File: src/rtl/rv_isa_pkg.sv
// RV32I encoding constants for the lw/sw/R-type/beq subset, plus the descriptor
// kind codes and ALUControl codes shared with the single-cycle control decoder.
package rv_isa_pkg;

  // Descriptor kind as presented on the input stream
  typedef enum logic [1:0] {
    KIND_LW    = 2'b00,
    KIND_SW    = 2'b01,
    KIND_RTYPE = 2'b10,
    KIND_BEQ   = 2'b11
  } kind_e;

  // Load-session control states
  typedef enum logic [1:0] {
    ST_IDLE = 2'b00,
    ST_RUN  = 2'b01,
    ST_DONE = 2'b10
  } state_e;

  // Major opcodes
  localparam logic [6:0] OP_LW  = 7'b0000011;
  localparam logic [6:0] OP_SW  = 7'b0100011;
  localparam logic [6:0] OP_R   = 7'b0110011;
  localparam logic [6:0] OP_BEQ = 7'b1100011;

  // funct3 values
  localparam logic [2:0] F3_WORD    = 3'b010;  // lw / sw
  localparam logic [2:0] F3_ADD_SUB = 3'b000;
  localparam logic [2:0] F3_SLT     = 3'b010;
  localparam logic [2:0] F3_OR      = 3'b110;
  localparam logic [2:0] F3_AND     = 3'b111;
  localparam logic [2:0] F3_BEQ     = 3'b000;

  // funct7 values
  localparam logic [6:0] F7_BASE = 7'b0000000;
  localparam logic [6:0] F7_SUB  = 7'b0100000;

  // ALUControl codes used by the decoder for R-type operations
  localparam logic [2:0] ALU_ADD = 3'b000;
  localparam logic [2:0] ALU_SUB = 3'b001;
  localparam logic [2:0] ALU_AND = 3'b010;
  localparam logic [2:0] ALU_OR  = 3'b011;
  localparam logic [2:0] ALU_SLT = 3'b101;

endpackage

File: src/rtl/rv_instr_pack.sv
// Combinational descriptor -> 32-bit instruction word, flagging descriptors that
// cannot be represented in the supported subset.
module rv_instr_pack
  import rv_isa_pkg::*;
(
  input  kind_e       kind,
  input  logic [2:0]  alu,
  input  logic [4:0]  rd,
  input  logic [4:0]  rs1,
  input  logic [4:0]  rs2,
  input  logic [12:0] imm,
  output logic [31:0] word,
  output logic        illegal
);

  // Assemble the instruction fields for the requested kind
  always_comb begin
    // NOTE: every output gets a default first so no path leaves it unassigned (no latch).
    word    = '0;
    illegal = 1'b0;
    case (kind)
      KIND_LW: begin
        word    = {imm[11:0], rs1, F3_WORD, rd, OP_LW};
        // 12-bit I-immediate: bit 12 must be a copy of the sign bit 11
        illegal = imm[12] ^ imm[11];
      end
      KIND_SW: begin
        word    = {imm[11:5], rs2, rs1, F3_WORD, imm[4:0], OP_SW};
        illegal = imm[12] ^ imm[11];
      end
      KIND_RTYPE: begin
        case (alu)
          ALU_ADD: word = {F7_BASE, rs2, rs1, F3_ADD_SUB, rd, OP_R};
          ALU_SUB: word = {F7_SUB,  rs2, rs1, F3_ADD_SUB, rd, OP_R};
          ALU_SLT: word = {F7_BASE, rs2, rs1, F3_SLT,     rd, OP_R};
          ALU_OR:  word = {F7_BASE, rs2, rs1, F3_OR,      rd, OP_R};
          ALU_AND: word = {F7_BASE, rs2, rs1, F3_AND,     rd, OP_R};
          default: illegal = 1'b1;
        endcase
      end
      KIND_BEQ: begin
        word    = {imm[12], imm[10:5], rs2, rs1, F3_BEQ, imm[4:1], imm[11], OP_BEQ};
        // branch targets are halfword aligned; bit 0 is not encodable
        illegal = imm[0];
      end
      default: illegal = 1'b1;
    endcase
  end

endmodule

File: src/rtl/rv_instr_encoder.sv
// Streaming instruction encoder / program loader: accepts descriptors while a
// session runs, writes one encoded word per accepted legal descriptor to
// consecutive instruction-memory addresses, and stops on in_last or when full.
module rv_instr_encoder
  import rv_isa_pkg::*;
#(
  parameter int AW        = 6,
  parameter int BASE_ADDR = 0,
  parameter int DEPTH     = 64
) (
  input  logic          clk,
  input  logic          rst_n,
  input  logic          start,
  input  logic          in_valid,
  output logic          in_ready,
  input  logic [1:0]    in_kind,
  input  logic [2:0]    in_alu,
  input  logic [4:0]    in_rd,
  input  logic [4:0]    in_rs1,
  input  logic [4:0]    in_rs2,
  input  logic [12:0]   in_imm,
  input  logic          in_last,
  output logic          imem_we,
  output logic [AW-1:0] imem_addr,
  output logic [31:0]   imem_wdata,
  output logic [AW:0]   count,
  output logic          done,
  output logic          err
);

  localparam logic [AW-1:0] FIRST_ADDR = AW'(BASE_ADDR);
  localparam logic [AW-1:0] LAST_ADDR  = AW'(BASE_ADDR + DEPTH - 1);

  state_e        state, state_next;
  logic          final_pending;   // last/full descriptor taken; session ends next edge
  logic [31:0]   word;
  logic          illegal;
  logic          accept;
  logic          session_start;
  logic [AW-1:0] wr_addr;         // address the next accepted legal word lands on
  logic          hits_last;

  rv_instr_pack u_pack (
    .kind    (kind_e'(in_kind)),
    .alu     (in_alu),
    .rd      (in_rd),
    .rs1     (in_rs1),
    .rs2     (in_rs2),
    .imm     (in_imm),
    .word    (word),
    .illegal (illegal)
  );

  assign in_ready      = (state == ST_RUN) && !final_pending;
  assign accept        = in_valid && in_ready;
  assign session_start = start && (state != ST_RUN);
  // imem_addr only advances once the pending write retires, so look one ahead
  assign wr_addr       = imem_we ? imem_addr + AW'(1) : imem_addr;
  assign hits_last     = (wr_addr == LAST_ADDR);
  assign done          = (state == ST_DONE);

  // State register
  always_ff @(posedge clk or negedge rst_n) begin
    if (!rst_n) state <= ST_IDLE;
    else        state <= state_next;
  end

  // Next-state: sessions start from IDLE/DONE and end the edge after the final accept
  always_comb begin
    state_next = state;
    case (state)
      ST_IDLE: if (start) state_next = ST_RUN;
      ST_RUN:  if (final_pending) state_next = ST_DONE;
      ST_DONE: if (start) state_next = ST_RUN;
      default: state_next = ST_IDLE;
    endcase
  end

  // Write register, address/count counters and sticky error
  always_ff @(posedge clk or negedge rst_n) begin
    if (!rst_n) begin
      imem_we       <= 1'b0;
      imem_addr     <= FIRST_ADDR;
      imem_wdata    <= '0;
      count         <= '0;
      err           <= 1'b0;
      final_pending <= 1'b0;
    end else begin
      // NOTE: non-blocking assignments: every read below sees pre-edge values.
      imem_we <= accept && !illegal;
      if (imem_we) begin
        imem_addr <= imem_addr + AW'(1);
        count     <= count + (AW+1)'(1);
      end
      if (final_pending) final_pending <= 1'b0;
      if (accept) begin
        if (!illegal) imem_wdata <= word;
        if (illegal || (hits_last && !in_last)) err <= 1'b1;
        if (in_last || (!illegal && hits_last)) final_pending <= 1'b1;
      end
      if (session_start) begin
        imem_we       <= 1'b0;
        imem_addr     <= FIRST_ADDR;
        count         <= '0;
        err           <= 1'b0;
        final_pending <= 1'b0;
      end
    end
  end

endmodule

File: config.mk
export PLATFORM = sky130hd
export DESIGN_NAME = rv_instr_encoder
export DESIGN_NICKNAME = d
export VERILOG_FILES = /design/src/rtl/rv_isa_pkg.sv /design/src/rtl/rv_instr_pack.sv /design/src/rtl/rv_instr_encoder.sv
export SDC_FILE = /design/constraint.sdc
export NUM_CORES = 1
export LEC_CHECK = 0
export BUFFER_PORTS_ARGS = -buffer_cell sky130_fd_sc_hd__buf_4
export CORE_MARGIN = 2
export CORE_UTILIZATION = 34
export DETAILED_ROUTE_END_ITERATION = 6
export SLEW_MARGIN = 20
export SYNTH_ARGS = -nofsm -noshare
export SYNTH_HDL_FRONTEND = slang
export SYNTH_HIERARCHICAL = 1
export SYNTH_SLANG_ARGS = --single-unit
File: constraint.sdc
create_clock -name clk -period 1.64 [get_ports clk]
set_input_delay 0.164 -clock clk [delete_from_list [all_inputs] [get_ports clk]]
set_output_delay 0.164 -clock clk [all_outputs]
set_load 0.005 [all_outputs]
==> results.toml <==
[run_status]
outcome = "finished, final reports clean"

[critical_path]
start_kind = "flip-flop"
crit_type = "flip-flop to flip-flop"
required_ns = 1.82
cp.arrival_ns = 1.76
reg2reg_setup_slack_ns = 0.06
timing.rr.start = "final_pending$_DFF_PN0_"
worstSetupEndpointType = "flip-flop"
worstReg2RegEnd = "imem_wdata[11]$_DFFE_PN0P_"
rr_worst_depth = 5
critical_path.max_fanout = 14

[floorplanning]
start_util_pct = 34.85
die_x_um = 92.77
ios = 87
rows = 32
core_um2 = 7687
dieArea_um2 = 8605
dieHeight_um = 92.77

[logic_synthesis]
netlist_instances = 213
synthAdderAreaFrac_pct = 0.9341
avgSynthCellArea_um2 = 12.58
yosysUniqueCellTypes = 47
synth_edf_count = 0
async_flop_share_pct = 100.0
synth_top_cells_by_count = "dfrtp_1 (50), mux2_4 (29), and2_1 (14), nand2_1 (13), nor2_1 (12)"
yosysTopAreaCell = "dfrtp_1"
synth_seq_area_share_pct = 46.71
synth_top_area_share_pct = 46.71
muxShareOfSynthArea_pct = 18.68
synth_flop_cell = "dfrtp_1"
syn_area_um2 = 2679
synth-compound-area-share_pct = 9.528
synth_top_family_by_area = "multiplexers"
synth.most_common_cell = "dfrtp_1"
yosys.area_share.simple_pct = 14.57
yosys_warnings = 6
synth-xor-area-share_pct = 3.270
synth_area_leaders = "dfrtp_1 (47%), mux2_4 (16%), and2_1 (3.3%)"
ys_ff_latch = 50

[sta]
whs_ns = 0.05815
finalMaxSlewViolations = 0
min_period_ns = 1.579
final_hold_viol_count = 0
rsz0062_at_grt = "true"
tns_ns = 0
worst_slew_pin_slew_ns = 0.6363
setup_slack_ns = 0.06096
fmax_ghz = 0.6333
finalSetupViolCount = 0
relSlewSlack_pct = 57.58
fin_skew_ns = 0.003376
fin_crit_sh_pct = 96.28

[route]
vias = 1893
wl_per_cell_um = 13.84
route.detailed.drc = 0
drt_iter0_drc = 48
viasPerCell = 4.651
wl_um = 5632
first_pass_iters = 4
drtAntennaViolNets = 0

[hold_path]
min_path_cells = 2
hold_end = "err$_DFFE_PN0P_"
min-delay-start = "in_last"
hold_class = "input port to flip-flop"

[finish]
finalNetCount = 344
drive_above_1_share_pct = 48.20
num_antenna_cells = 0
finalNonFillerCells = 407
post-route-util_pct = 45.90
syn_to_final_growth_pct = 31.71

[power_and_ir_drop]
worst_ir_drop_vdd_uv = 698.4
p_leak_nw = 1.696
p_per_area_nw_per_um2 = 1375

[place]
port_buffers = 86
globalplace.congestion = 0.7930
dpl.hpwl_um = 4274
dpl.cell_count = 397
preCtsSetupSlack_ns = -0.01684

[cts]
clockBufferDepth = 2
clkLatencyLatePin_ns = 0.29
cts_tree = "built"
tritoncts.num_buffers = 5
clk_pin_slew_ns = 0.09
clock_sinks = 50
htreeDepth = 2
cts-root-buf = "clkbuf_8"

[global_route]
grt_pass1_vias = 1908
grt_overflow_total = 0
grt_max_degree = 51
grt_util_all_layers_pct = 13.55
grt_first_pass_wirelength_um = 9259
antenna_found_initial = 0

[run]
cap_viol_max_count = 0
## how the worst max path moves through the flow
stage	startpoint	end	slack [ns]	cells past startpoint
global placement	in_kind[1]	imem_wdata[6]$_DFFE_PN0P_	0.03	7
CTS	final_pending$_DFF_PN0_	imem_wdata[4]$_DFFE_PN0P_	0.01	5
finish	final_pending$_DFF_PN0_	imem_wdata[11]$_DFFE_PN0P_	0.06	5
detailed placement	in_alu[1]	imem_wdata[4]$_DFFE_PN0P_	-0.02	7
floorplan	state[1]$_DFFE_PN0P_	imem_wdata[10]$_DFFE_PN0P_	0.14	5
global route	imem_addr[0]$_DFF_PN0_	err$_DFFE_PN0P_	-0.008	5
## sequential cells by signal (all words and copies together), names as in the netlist
register       count
final_pending      1
imem_wdata        32
err                1
count              7
imem_addr          6
imem_we            1
state              2
## power breakdown
part           internal [W]  switching, W  leakage, nW
Sequential          0.00168      0.000365        0.629
Clock              0.000341      0.000390       0.0482
Combinational       0.00139      0.000679         1.02
## area by class of cell
type / instances / area (um^2)
well taps: 102 / 127.6
inverters: 6 / 22.52
fillers: 761 / 4159
clock buffers: 7 / 86.33
clock inverters: 1 / 5.005
flip-flops and latches: 50 / 1252
repair buffers: 96 / 760.7
multi-input cells: 145 / 1274
## layer usage
metal | track usage, % | wire, um | up-vias
li1 | - | - | 927
met4 | 3.186 | 40 | 0
met3 | 3.906 | 392 | 5
met1 | 19.20 | 2589 | 899
met2 | 20.47 | 2609 | 62
met5 | 0 | 0 | -
## cell families after synthesis
logic type	after synthesis
xor+xnor	10
simple gates	63
mux	35
fa+ha+maj	2
compound gates	33
buf+inv	19
flops	50
other cells	1
## what timing repair did
action,CTS,global route
hold buffers,1,0
endpoints found under the hold margin,50,0
gates resized for setup,0,2
setup endpoints to repair,0,28
buffers inserted,0,1
## stage by stage
stage,cell area [um^2],power (W)
2_1_floorplan,2683,0.003144
3_3_place_gp,3411,0.004120
3_5_place_dp,3411,0.004153
4_1_cts,3512,0.004913
5_1_grt,3528,0.005189
6_report,3528,0.004852
## cells in the final DEF (no fill, tap or decap), types with 2 or more instances in the layout
cell and n:
dfrtp_1 49, nand2_1 13, clkbuf_8 6, buf_4 92
mux2_4 29, nand3_1 3, nand2b_1 2, and2_1 14
or3_1 3, xnor2_1 5, conb_1 2, a22o_1 6
a22oi_1 5, mux2i_1 2, buf_12 3, nor2_1 12
ha_1 2, o21ai_1 5, o21ai_0 3, a21oi_1 4
mux2_2 4, xor2_1 4, nand4_1 4, inv_1 6
## critical path: stages, from the launching register on
cell	delay, ns
dfrtp_2	0.45
nor3b_4	0.24
nand2_4	0.12
nor2_8	0.17
buf_12	0.18
mux2_4	0.31
(Power assumes the default switching activity.)
